==> src/rtl/cpu10_pkg.sv <==
// Shared definitions for the 10-bit CPU slice: word/address widths used by the
// core, ROM, RAM and the instruction loader, plus the loader state encoding.
package cpu10_pkg;

    localparam int DATA_W = 10;
    localparam int ADDR_W = 10;

    // The loader checksum is a running sum modulo 2^DATA_W.
    localparam int CSUM_W = DATA_W;

    typedef enum logic [2:0] {
        ST_IDLE   = 3'd0,
        ST_LOAD   = 3'd1,
        ST_SETTLE = 3'd2,
        ST_RUN    = 3'd3,
        ST_ERROR  = 3'd4
    } ldr_state_e;

endpackage

==> src/rtl/instr_loader.sv <==
// Instruction loader: takes a valid/ready stream of program words, writes them
// to instruction memory from address 0, verifies a trailing checksum word and
// then releases the CPU core from reset after a short settle period.
module instr_loader #(
    parameter int DATA_W        = cpu10_pkg::DATA_W,
    parameter int ADDR_W        = cpu10_pkg::ADDR_W,
    parameter int DEPTH         = 1024,
    parameter int RELEASE_DELAY = 4
) (
    input  logic              clk,
    input  logic              rst,
    input  logic              start,
    input  logic              in_valid,
    output logic              in_ready,
    input  logic [DATA_W-1:0] in_data,
    input  logic              in_last,
    output logic              imem_we,
    output logic [ADDR_W-1:0] imem_addr,
    output logic [DATA_W-1:0] imem_wdata,
    output logic              cpu_rst,
    output logic [ADDR_W:0]   loaded_words,
    output logic              done,
    output logic              error
);
    import cpu10_pkg::*;

    localparam int CNT_W = ADDR_W + 1;
    localparam int DLY_W = $clog2(RELEASE_DELAY + 1);

    // Checksum accumulate: plain wrap-around sum, carry discarded.
    function automatic logic [DATA_W-1:0] wrap_add(input logic [DATA_W-1:0] a,
                                                   input logic [DATA_W-1:0] b);
        logic [DATA_W:0] s;
        s = {1'b0, a} + {1'b0, b};
        return s[DATA_W-1:0];
    endfunction

    ldr_state_e        state_q;
    logic              in_ready_q;
    logic              we_q;
    logic [ADDR_W-1:0] addr_q;
    logic [DATA_W-1:0] wdata_q;
    logic              cpu_rst_q;
    logic [CNT_W-1:0]  count_q;
    logic              done_q;
    logic              error_q;
    logic [DATA_W-1:0] csum_q;
    logic [DLY_W-1:0]  dly_q;

    logic              xfer_d;
    logic              full_d;
    logic [DATA_W-1:0] csum_d;
    logic [CNT_W-1:0]  count_d;
    logic              dly_done_d;

    // Next-value datapath terms shared by the FSM below.
    always_comb begin
        xfer_d     = in_valid & in_ready_q;
        full_d     = (count_q >= CNT_W'(DEPTH));
        csum_d     = wrap_add(csum_q, in_data);
        count_d    = count_q + 1'b1;
        dly_done_d = (dly_q == DLY_W'(RELEASE_DELAY - 1));
    end

    // Loader FSM with all outputs registered; imem_we defaults low so each
    // accepted word produces exactly one write pulse.
    always_ff @(posedge clk) begin
        if (rst) begin
            state_q    <= ST_IDLE;
            in_ready_q <= 1'b0;
            we_q       <= 1'b0;
            addr_q     <= '0;
            wdata_q    <= '0;
            cpu_rst_q  <= 1'b1;
            count_q    <= '0;
            done_q     <= 1'b0;
            error_q    <= 1'b0;
            csum_q     <= '0;
            dly_q      <= '0;
        end else begin
            we_q <= 1'b0;
            case (state_q)
                ST_IDLE, ST_RUN, ST_ERROR: begin
                    // A new load may be launched from any resting state.
                    if (start) begin
                        state_q    <= ST_LOAD;
                        in_ready_q <= 1'b1;
                        cpu_rst_q  <= 1'b1;
                        done_q     <= 1'b0;
                        error_q    <= 1'b0;
                        count_q    <= '0;
                        csum_q     <= '0;
                    end
                end
                ST_LOAD: begin
                    if (xfer_d) begin
                        if (in_last) begin
                            in_ready_q <= 1'b0;
                            if (in_data == csum_q) begin
                                state_q <= ST_SETTLE;
                                dly_q   <= '0;
                            end else begin
                                state_q <= ST_ERROR;
                                error_q <= 1'b1;
                            end
                        end else if (full_d) begin
                            // Program longer than memory: refuse the word.
                            state_q    <= ST_ERROR;
                            in_ready_q <= 1'b0;
                            error_q    <= 1'b1;
                        end else begin
                            we_q    <= 1'b1;
                            addr_q  <= count_q[ADDR_W-1:0];
                            wdata_q <= in_data;
                            count_q <= count_d;
                            csum_q  <= csum_d;
                        end
                    end
                end
                ST_SETTLE: begin
                    // Hold the core in reset until the last write has landed.
                    dly_q <= dly_q + 1'b1;
                    if (dly_done_d) begin
                        state_q   <= ST_RUN;
                        cpu_rst_q <= 1'b0;
                        done_q    <= 1'b1;
                    end
                end
                default: begin
                    state_q    <= ST_IDLE;
                    in_ready_q <= 1'b0;
                    cpu_rst_q  <= 1'b1;
                    done_q     <= 1'b0;
                    error_q    <= 1'b0;
                end
            endcase
        end
    end

    assign in_ready     = in_ready_q;
    assign imem_we      = we_q;
    assign imem_addr    = addr_q;
    assign imem_wdata   = wdata_q;
    assign cpu_rst      = cpu_rst_q;
    assign loaded_words = count_q;
    assign done         = done_q;
    assign error        = error_q;

endmodule

==> config.mk <==
export PLATFORM = sky130hd
export DESIGN_NAME = instr_loader
export DESIGN_NICKNAME = d
export VERILOG_FILES = /design/src/rtl/cpu10_pkg.sv /design/src/rtl/instr_loader.sv
export SDC_FILE = /design/constraint.sdc
export NUM_CORES = 1
export LEC_CHECK = 0
export CAP_MARGIN = 25
export CORE_UTILIZATION = 24
export CTS_CLUSTER_DIAMETER = 50
export CTS_CLUSTER_SIZE = 14
export DETAILED_ROUTE_END_ITERATION = 8
export PLACE_DENSITY = 0.48
export RECOVER_POWER = 50
export SLEW_MARGIN = 25
export SYNTH_ARGS = -nofsm -noshare
export SYNTH_HDL_FRONTEND = slang
export SYNTH_SLANG_ARGS = --single-unit
==> constraint.sdc <==
create_clock -name clk -period 2.7 [get_ports clk]
set_clock_uncertainty 0.05 [all_clocks]
set_input_delay 0.675 -clock clk [delete_from_list [all_inputs] [get_ports clk]]
set_output_delay 0.675 -clock clk [all_outputs]
set_load 0.1 [all_outputs]
==> results.sh <==
export IMPL_status="finished clean"
export IMPL_final_min_clock_period_ns=2.610
export IMPL_synthToLayoutAreaGrowth_pct=26.07
export IMPL_drt_iter0_markers=104
export IMPL_place_inst=522
export IMPL_finalWirelength_um=6820
export IMPL_cts_setup_buffers=0
export IMPL_critPathKind="in -> reg"
export IMPL_max_freq_ghz=0.3831
export IMPL_leakage_uw=0.001214
export IMPL_drtAntennaViolNets=0
export IMPL_hold_violations=0
export IMPL_coreArea_um2=10420
export IMPL_cellPowerDensity_nw_per_um2=474.0
export IMPL_cts_root_buffer="clkbuf_8"
export IMPL_io_buffers=50
export IMPL_tightest_slew_ns=1.201
export IMPL_antenna_found_initial=0
export IMPL_track_usage_pct=12.85
export IMPL_insertion_delay_ns=0.29
export IMPL_cts_clk_slew_worst_paths_ns=0.09
export IMPL_critPathMaxFanout=6
export IMPL_required_ns=2.88
export IMPL_synth_cell_area_um2=2606
export IMPL_die_h_um=106.2
export IMPL_detail_route_wirelength_met1_um=3564
export IMPL_clock_sinks=52
export IMPL_start_kind="input port"
export IMPL_critPathSlowestCell="clkdlybuf4s50_1"
export IMPL_syn_inst=327
export IMPL_synth_edf_count=0
export IMPL_crit_path_end_kind="flop"
export IMPL_routed_via_density=4.591
export IMPL_antennaDiodeCount=0
export IMPL_die_w_um=106.2
export IMPL_ios=51
export IMPL_ir_drop_mv=0.2128
export IMPL_slew_violations=0
export IMPL_synth_area_per_cell_um2=7.970
export IMPL_cp_top_family="compound AO/OA/AOI/OAI gates"
export IMPL_drive_above_1_share_pct=12.44
export IMPL_hold_buffers=0
export IMPL_num_rows=37
export IMPL_start_util_pct=25.02
export IMPL_ys_async_sr_fraction_pct=0
export IMPL_grt_max_degree=23
export IMPL_drc=0
export IMPL_synth_ff_type="dfxtp_1"
export IMPL_synth_nets=356
export IMPL_grt_pass1_wl_um=11520
export IMPL_path_cells="clkdlybuf4s50_1 -> ha_2 -> a21o_1 -> a2111oi_4 -> and3_1 -> nor3_1 -> or3_1 -> a21oi_1"
export IMPL_grt_pass1_vias=2253
export IMPL_route_met3_wl_um=269
export IMPL_dp_final_hpwl_um=5110
export IMPL_cts_made_buffers=5
export IMPL_maxCapViolations=0
export IMPL_cts_resized_gates=0
export IMPL_finalSetupViolCount=0
export IMPL_synth_seq_area_share_pct=39.94
export IMPL_wl_met2_um=2955
export IMPL_cts_tree="done"
export IMPL_hold_path_class="reg -> reg"
export IMPL_h_tree_depth=2
export IMPL_relSlewSlack_pct=20.27
export IMPL_cp_num_buf_inv=1
export IMPL_dieArea_um2=11280
export IMPL_finalSetupTns_ns=0
export IMPL_wire_per_inst_um=12.87
export IMPL_fin_util_pct=31.54
export IMPL_final_net_count=422
export IMPL_yosysUniqueCellTypes=42
export IMPL_dr_pass1_iters=5
export IMPL_stdcell_count=530
export IMPL_synth_seq_cells=52
export IMPL_arrival_ns=2.79
export IMPL_period_share_pct=96.67
export IMPL_synth_warnings=0
export IMPL_cp_slowest_stage_delay_ns=0.51
export IMPL_cts_buffer_depth=2
export IMPL_highest_layer="met4"
export IMPL_via_count=2433
export IMPL_fillers=1142
export IMPL_grt_ovfl_total=0
export IMPL_gp_congestion=0.7754
export IMPL_rsz0062_at_grt="false"
-- cells by family (layout without fill, tap and decap cells) --
| kind of cell | Yosys count | in the layout | share of synthesized area, % |
|---|---|---|---|
| xor gates and xnor gates | 12 | 12 | 4.033 |
| muxes | 1 | 1 | 0.3841 |
| buffers and inverters | 31 | 98 | 5.473 |
| adders and majority gates | 14 | 14 | 7.009 |
| AOI/OAI and AO/OA | 81 | 81 | 19.06 |
| and+or+nand+nor | 136 | 136 | 24.10 |
| DFF | 52 | 52 | 39.94 |
-- state kept, by name, summed over array words and instances, names as in the netlist --
register      flops
state_q           3
done              1
imem_addr        10
imem_wdata       10
csum_q           10
dly_q             3
error             1
imem_we           1
cpu_rst           1
in_ready          1
loaded_words     11
-- power by group --
group	switching, uW	internal, uW	total (uW)
sequential	21.7	782	803
combinational	200	101	301
clock	244	210	453
total	465	1090	1560
-- through the flow --
| stage | area [um2] | total power (uW) | setup slack [ns] | hold WS [ns] |
|---|---|---|---|---|
| floorplan | 2606 | 1023 | 0.2356 | 0.3996 |
| global placement | 3296 | 1131 | -0.2566 | 0.3953 |
| detailed placement | 3296 | 1129 | -0.2252 | 0.4034 |
| CTS | 3386 | 1598 | 0.08384 | 0.4173 |
| global route | 3286 | 1657 | 0.001797 | 0.4295 |
| finish | 3286 | 1557 | 0.08986 | 0.4099 |
-- per-layer routing --
metal  up-vias  global-route usage, %
met5         -                      0
met4         0                  2.679
met3         2                  2.391
met2        51                  19.67
met1      1115                  18.63
li1       1265                      -
-- cell type report --
cell class | count | area (um2) | area share (%)
multi-input combinational | 244 | 1454 | 44.25
clock buffer | 8 | 90.09 | 2.742
sequential | 52 | 1041 | 31.68
inverter | 13 | 48.80 | 1.485
tap | 136 | 170.2 | 5.179
timing repair buffer | 77 | 481.7 | 14.66
-- Yosys cell counts (all sizes together), types with 2 or more instances --
library cell	number	area [um2]
nor4	3	25.02
a21oi	38	190.2
a2111oi	2	30.03
a211oi	3	22.52
a31oi	3	18.77
nor3	9	45.04
nand2	55	206.5
o31a	2	17.52
xor2	5	43.79
buf	9	60.06
a21o	7	52.55
nand4	5	31.28
nand3	10	50.05
and3	4	25.02
nor2	31	116.4
clkbuf	9	33.78
ha	13	162.7
or3	7	43.79
xnor2	7	61.31
a22oi	5	37.54
dfxtp	52	1041
nor3b	3	22.52
nand2b	2	15.02
inv	13	48.80
nor2b	4	25.02
o21a	2	15.01
o21ai	14	70.06
-- path summary, 6_finish.rpt --
| check | startpoint | slack, ns | cells past startpoint | endpoint |
|---|---|---|---|---|
| worst max register to register | state_q[1] | 0.52 | 5 | csum_q[7] |
| worst min register to register | imem_addr[9] | 0.41 | 2 | imem_addr[9] |
| worst max-delay path | in_data[6] | 0.09 | 8 | csum_q[9] |
| worst min-delay path | imem_addr[9] | 0.41 | 2 | imem_addr[9] |
-- tightest hold or removal path, delay by kind of cell, from the launching register on --
kind / cells / cell delay (ns)
flip-flops: 1 / 0.32
AND/OR/NAND/NOR: 1 / 0.05
AO/OA/AOI/OAI: 1 / 0.05
-- cells in the final DEF (no fill, tap or decap), drive strengths merged, types with 2 or more instances in the layout --
master,count
xnor2,7
xor2,5
dfxtp,52
nor2b,4
o31a,2
buf,26
a22oi,5
or3,7
o21a,2
nand2b,2
nor4,3
o21ai,14
a31oi,3
a21o,7
ha,13
a2111oi,2
inv,13
nor2,31
a21oi,38
nand3,10
nor3,9
and3,4
a211oi,3
nor3b,3
nand4,5
clkbuf,45
clkdlybuf4s50,13
nand2,55
No activity file was read; power rests on OpenSTA's default activity.
